## config.mk

```make
export PLATFORM = sky130hd
export DESIGN_NAME = bist_signature_analyzer
export DESIGN_NICKNAME = d
export VERILOG_FILES = /design/src/rtl/bist_pkg.sv /design/src/rtl/bist_sisr.sv /design/src/rtl/bist_signature_analyzer.sv
export SDC_FILE = /design/constraint.sdc
export NUM_CORES = 1
export LEC_CHECK = 0
export CAP_MARGIN = 25
export CORE_AREA = 2 2 62 64
export DETAILED_ROUTE_END_ITERATION = 7
export DIE_AREA = 0 0 64 66
export PLACE_DENSITY = 0.76
export RECOVER_POWER = 50
export REMOVE_ABC_BUFFERS = 1
export SKIP_LAST_GASP = 1
export SLEW_MARGIN = 25
export SYNTH_ARGS = -nofsm -noshare
export SYNTH_HDL_FRONTEND = slang
export SYNTH_HIERARCHICAL = 1
export SYNTH_SLANG_ARGS = --single-unit
export TNS_END_PERCENT = 50
```

## constraint.sdc

```tcl
create_clock -name CLK -period 2.1 [get_ports CLK]
set_clock_uncertainty 0.1 [all_clocks]
set_input_delay 0.63 -clock CLK [delete_from_list [all_inputs] [get_ports CLK]]
set_output_delay 0.63 -clock CLK [all_outputs]
set_load 0.01 [all_outputs]
```

## src/rtl/bist_pkg.sv

```systemverilog
// Shared BIST definitions: session state encoding and default SISR/LFSR
// constants, so the pattern generator and the signature analyzer agree on widths.
package bist_pkg;

    // Session state of the signature analyzer.
    typedef enum logic [1:0] {
        ST_IDLE    = 2'd0,
        ST_COMPACT = 2'd1,
        ST_COMPARE = 2'd2,
        ST_DONE    = 2'd3
    } bist_state_t;

    // Default register width and feedback polynomial (CRC-CCITT taps, Galois form).
    localparam int          BIST_SIG_W = 16;
    localparam logic [15:0] BIST_POLY  = 16'h1021;
    localparam logic [15:0] BIST_SEED  = 16'h0000;

    // Total number of shift bits unloaded in one session.
    function automatic int bist_total_bits(input int chain_len, input int num_patterns);
        return chain_len * num_patterns;
    endfunction

endpackage

```

## src/rtl/bist_sisr.sv

```systemverilog
// Serial-input signature register: pure shift/feedback datapath.
// load has priority over en; with neither asserted the signature holds.
module bist_sisr
    import bist_pkg::*;
#(
    parameter int               SIG_W = BIST_SIG_W,
    parameter logic [SIG_W-1:0] POLY  = SIG_W'(BIST_POLY),
    parameter logic [SIG_W-1:0] SEED  = SIG_W'(BIST_SEED)
) (
    input  logic             CLK,
    input  logic             load,
    input  logic             en,
    input  logic             din,
    output logic [SIG_W-1:0] sig
);

    logic [SIG_W-1:0] r_sig;
    logic             w_fb;
    logic [SIG_W-1:0] w_next;

    // Galois step: the outgoing MSB mixed with the serial input decides whether the taps fold in.
    assign w_fb   = r_sig[SIG_W-1] ^ din;
    assign w_next = {r_sig[SIG_W-2:0], 1'b0} ^ (w_fb ? POLY : '0);

    // Signature register: reload to seed, compact one bit, or hold.
    always_ff @(posedge CLK) begin
        if (load) begin
            r_sig <= SEED;
        end else if (en) begin
            r_sig <= w_next;
        end
    end

    assign sig = r_sig;

endmodule

```

## src/rtl/bist_signature_analyzer.sv

```systemverilog
// Response end of the BIST loop: compacts the scan-out stream into a SISR
// while SE=1, counts unloaded bits, then compares against GOLDEN and reports DONE/PASS.
//
// START is a one-cycle request pulse with no ready back-pressure: it is accepted
// only when the FSM is in IDLE or DONE and silently dropped in COMPACT/COMPARE.
// SE/SO_IN form a qualifier/data pair: SO_IN is only meaningful in cycles where
// SE=1 and the FSM is in COMPACT; every such cycle counts exactly one bit.
module bist_signature_analyzer
    import bist_pkg::*;
#(
    parameter int               SIG_W        = BIST_SIG_W,
    parameter logic [SIG_W-1:0] POLY         = SIG_W'(BIST_POLY),
    parameter logic [SIG_W-1:0] SEED         = SIG_W'(BIST_SEED),
    parameter int               CHAIN_LEN    = 8,
    parameter int               NUM_PATTERNS = 32,
    parameter int               SKIP_BITS    = 8
) (
    input  logic             CLK,
    input  logic             RST,
    input  logic             START,
    input  logic             SE,
    input  logic             SO_IN,
    input  logic [SIG_W-1:0] GOLDEN,
    output logic             BUSY,
    output logic             DONE,
    output logic             PASS,
    output logic [SIG_W-1:0] SIG,
    output bist_state_t      DBG_STATE
);

    localparam int             TOTAL    = bist_total_bits(CHAIN_LEN, NUM_PATTERNS);
    localparam int             CNT_W    = $clog2(TOTAL + 1);
    localparam logic [CNT_W-1:0] LAST_CNT = CNT_W'(TOTAL - 1);
    localparam logic [31:0]    SKIP_U   = 32'(SKIP_BITS);

    bist_state_t      r_state;
    logic [CNT_W-1:0] r_bit_cnt;
    logic             r_busy;
    logic             r_done;
    logic             r_pass;

    logic             w_start_acc;
    logic             w_shift;
    logic [31:0]      w_cnt_ext;
    logic             w_in_window;
    logic             w_sisr_load;
    logic             w_sisr_en;
    logic [SIG_W-1:0] w_sig;

    // Decode accepted START and the compaction window; the leading SKIP_BITS bits are counted only.
    always_comb begin
        w_start_acc = START && ((r_state == ST_IDLE) || (r_state == ST_DONE));
        w_shift     = (r_state == ST_COMPACT) && SE;
        w_cnt_ext   = 32'(r_bit_cnt);
        w_in_window = (w_cnt_ext >= SKIP_U);
        w_sisr_load = RST || w_start_acc;
        w_sisr_en   = w_shift && w_in_window;
    end

    bist_sisr #(
        .SIG_W (SIG_W),
        .POLY  (POLY),
        .SEED  (SEED)
    ) u_sisr (
        .CLK  (CLK),
        .load (w_sisr_load),
        .en   (w_sisr_en),
        .din  (SO_IN),
        .sig  (w_sig)
    );

    // Session FSM with bit counter and registered BUSY/DONE/PASS; reset wins over everything.
    always_ff @(posedge CLK) begin
        if (RST) begin
            r_state   <= ST_IDLE;
            r_bit_cnt <= '0;
            r_busy    <= 1'b0;
            r_done    <= 1'b0;
            r_pass    <= 1'b0;
        end else begin
            case (r_state)
                ST_IDLE, ST_DONE: begin
                    if (START) begin
                        r_state   <= ST_COMPACT;
                        r_bit_cnt <= '0;
                        r_busy    <= 1'b1;
                        r_done    <= 1'b0;
                        r_pass    <= 1'b0;
                    end
                end
                ST_COMPACT: begin
                    // SE=0 is a capture cycle: count and signature both hold.
                    if (SE) begin
                        r_bit_cnt <= r_bit_cnt + 1'b1;
                        if (r_bit_cnt == LAST_CNT) begin
                            r_state <= ST_COMPARE;
                        end
                    end
                end
                ST_COMPARE: begin
                    r_pass  <= (w_sig == GOLDEN);
                    r_done  <= 1'b1;
                    r_busy  <= 1'b0;
                    r_state <= ST_DONE;
                end
                default: begin
                    r_state <= ST_IDLE;
                end
            endcase
        end
    end

    assign BUSY      = r_busy;
    assign DONE      = r_done;
    assign PASS      = r_pass;
    assign SIG       = w_sig;
    assign DBG_STATE = r_state;

endmodule

```

==> summary.md <==
| Metric | Value |
|---|---|
| Max-slew violations | 0 |
| CP Launch Type | register |
| Critical R2R Launch | DBG_STATE[0]$_SDFFE_PP0P_ |
| Count of flip-flops with a built-in enable after synthesis | 0 |
| ANT cells | 0 |
| Syn_area_per_cell | between 8 and 9 sq um |
| Arr. time, crit path | 1350 ps |
| Status | complete, no violations |
| Setup bufs post-CTS | 0 |
| Die W | 64 um |
| Initial antenna violation count | 0 |
| Hold EP | DONE$_SDFFE_PP0P_ |
| Most used DFF post-synth | dfxtp_1 |
| Vias per inst | slightly below 5 |
| Asr flop ratio synth | 0 |
| CP max stage delay | between 500 and 600 ps |
| Initial Util | 0.456 |
| Leak | 0.717 nW |
| Count of final setup violators | 0 |
| CP Cell Sequence | clkdlybuf4s50_1 |
| Share of the synthesized area in the top cell type | 0.371 |
| Max clock buf depth | 2 |
| PD cells | about 720 nW/um^2 |
| Simple-gate share of the synthesized area | 0.200 |
| Number of I/O pins | between 40 and 50 |
| Via count | ~1,300 |
| Power Total | approximately 1.5 mW |
| CTS tree | done |
| Vias in the first global route | around 1,200 |
| Worst-skew pair later-pin latency | 320 ps |
| Max_cap viols | 0 |
| Tmin final | 2080 ps |
| Clock transition at the registers of the reported paths | around 100 ps |
| Final Hold Vio Count | 0 |
| Die ar. | approximately 4200 sq um |
| Complex-gate fraction of the synthesized area | 0.0610 |
| Worst min-delay path category | reg -> reg |
| Aggregate global-route resource usage | 0.165 |
| Total negative slack | 0 ps |
| Core area | approximately 3600 sq um |
| Type of the worst setup path | reg -> out |
| Post-Synthesis Cells | around 180 |
| Hold wc startpoint | DONE$_SDFFE_PP0P_ |
| Worst Setup End Kind | output pin |
| Synth Area in Adders | 0.0463 |
| Drt wl/cell | between 10 and 15 um |
| Critical path peak fanout | 4 |
| Crit path max-delay family | buffers and inverters |
| Antenna viol nets, final | 0 |
| Reg2reg path depth | 6 |
| Xor/xnor cell area share of the yosys netlist | 0.124 |
| Share of layout cells above drive strength 1 | 0.113 |
| Final #Nets | between 200 and 250 |
| Largest net degree at the start of global routing | 18 |
| Final period utilization | 0.989 |
| Number of distinct library cells after synthesis | 30 |
| Register area share after synthesis | 0.371 |
| CTS HTree Levels | 2 |
| Routed wire length | 3.27 mm |
| Worst slew pin tran | 528 ps |
| CTS hold repair buffers | 0 |
| Post-DP HPWL | around 2.5 mm |
| Peak Freq | 481 MHz |
| Mapped Area | 1620 sq um |
| Port-buffer cells | 41 |
| Dominant cells by area after synthesis | dfxtp_1 (37%), mux2i_1 (8.6%), xnor2_1 (7.6%) |
| # fillers | between 300 and 400 |
| Register bit total from synthesis | 30 |
| Gpl congestion | between 0.7 and 0.8 |
| Area grow syn2layout | 29.4% |
| Grt ovf | 0 |
| Max-Slew Margin vs Limit | 0.638 |
| Post-Route Utilization | 0.591 |
| Cells on Worst Hold Path | 2 |
| First-pass GRT wire length | around 5.4 mm |
| Req. time, crit path | between 1000 and 1500 ps |
| Clk root buf | clkbuf_4 |
| Yosys warns | 6 |
| Post-synth top area cell | dfxtp_1 |
| Cell Rows | 22 |
| WP buf/inv | 1 |
| Largest family of logic cells by synthesized area | simple AND/OR/NAND/NOR gates |
| CTS Buf Count | 5 |
| R2r endpoint | u_sisr/sig[5]$_SDFFE_PP0P_ |
| VDD IR-drop max | 0.351 mV |
| DRT Pass-1 Iters | 4 |
| Die Y | roughly 66 um |
| Mux cell area share after synthesis | 0.0865 |
| Critical path's slowest cell | clkdlybuf4s50_1 |
| Initial DRC Count | 38 |
| # DRC | 0 |
| RSZ-0062 raised after global routing | yes |
| CTS sink cnt | 30 |
| PostCTS Resize Cnt | 0 |
| R2R Setup Slk | 250 ps |
==> state kept, by name, summed over array words and instances, names as in the netlist <==
register    flops
DONE            1
BUSY            1
DBG_STATE       2
r_bit_cnt       9
u_sisr/sig     16
PASS            1
==> report_power, final <==
| group | internal [mW] | switching [mW] |
|---|---|---|
| combinational | 0.245 | 0.274 |
| clock | 0.161 | 0.198 |
| sequential | 0.603 | 0.0315 |
| total | 1.01 | 0.503 |
==> logic make-up after synthesis <==
family,Yosys count
adders and majority gates,6
DFF,30
AOI/OAI and AO/OA,15
xor gates and xnor gates,23
and+or+nand+nor,65
buffers and inverters,28
muxes,14
==> layout make-up <==
type                            instances  area, sq um  share of cell area
Sequential cell                        30          604               0.288
Timing Repair Buffer                   52          489               0.233
Inverter                                9         33.8              0.0161
Tap cell                               48         60.1              0.0286
Multi-Input combinational cell        123          846               0.403
Clock buffer                            6         51.3              0.0245
Clock inverter                          2         12.5             0.00597
==> worst min-delay path: cells and delay by family, from the launching register on <==
family,cells,cell delay [ps]
DFF,1,330
and+or+nand+nor,2,150
==> through the flow <==
stage / hold slack [ps] / instance area, sq um / std cells / setup slack, ps
6_report: 415 / 2100 / 270 / 23.1
5_1_grt: 434 / 2100 / 270 / -30.3
4_1_cts: 416 / 2100 / 270 / 6.56
3_5_place_dp: 395 / 2030 / 262 / -158
3_3_place_gp: 375 / 2030 / 262 / -116
2_1_floorplan: 356 / 1470 / 162 / -718
==> placed cells by master, fill, tap and decap left out, types with 2 or more instances in the layout <==
cell / synthesis / layout
clkdlybuf4s50_1: 0 / 40
nor2_1: 32 / 32
dfxtp_1: 30 / 27
xnor2_1: 14 / 14
mux2i_1: 14 / 14
inv_1: 9 / 9
xor2_1: 9 / 9
buf_4: 14 / 9
nor4_1: 7 / 7
nand2_1: 6 / 6
ha_1: 6 / 6
clkbuf_4: 0 / 6
a21oi_1: 5 / 5
nor3_1: 4 / 4
nand4_1: 3 / 3
nand3_1: 3 / 3
a211oi_1: 3 / 3
dfxtp_2: 0 / 3
or2_2: 2 / 2
or4b_1: 2 / 2
nand4b_1: 2 / 2
o311ai_0: 2 / 2
==> synthesized netlist by cell type, types with 2 or more instances <==
| master | count |
|---|---|
| xnor2_1 | 14 |
| buf_6 | 3 |
| nor4_1 | 7 |
| xor2_1 | 9 |
| nor2_1 | 32 |
| nand3_1 | 3 |
| a211oi_1 | 3 |
| or2_2 | 2 |
| nor3_1 | 4 |
| or4b_1 | 2 |
| clkbuf_1 | 2 |
| o311ai_0 | 2 |
| inv_1 | 9 |
| a21oi_1 | 5 |
| nand4b_1 | 2 |
| buf_4 | 14 |
| mux2i_1 | 14 |
| dfxtp_1 | 30 |
| nand2_1 | 6 |
| nand4_1 | 3 |
| ha_1 | 6 |
==> how the worst max path moves through the flow <==
stage | startpoint | endpoint | slack [ps] | depth (start not counted)
after CTS | u_sisr/sig[4]$_SDFFE_PP0P_ | SIG[4] | 7 | 1
after global routing | u_sisr/sig[11]$_SDFFE_PP0P_ | SIG[11] | -30 | 1
after detailed placement | SE | u_sisr/sig[7]$_SDFFE_PP0P_ | -160 | 6
after global placement | SE | u_sisr/sig[4]$_SDFFE_PP0P_ | -120 | 6
final | u_sisr/sig[10]$_SDFFE_PP0P_ | SIG[10] | 20 | 1
after floorplan | DBG_STATE[0]$_SDFFE_PP0P_ | u_sisr/sig[12]$_SDFFE_PP0P_ | -720 | 5
==> per-layer routing <==
layer / wire [um] / vias to the layer above / GRT usage
li1: - / 680 / -
met1: 1560 / 595 / 0.215
met2: 1540 / 34 / 0.255
met3: 140 / 2 / 0.0528
met4: 27 / 0 / 0.0571
met5: 0 / - / 0
Power figures use the tool's default switching activity.
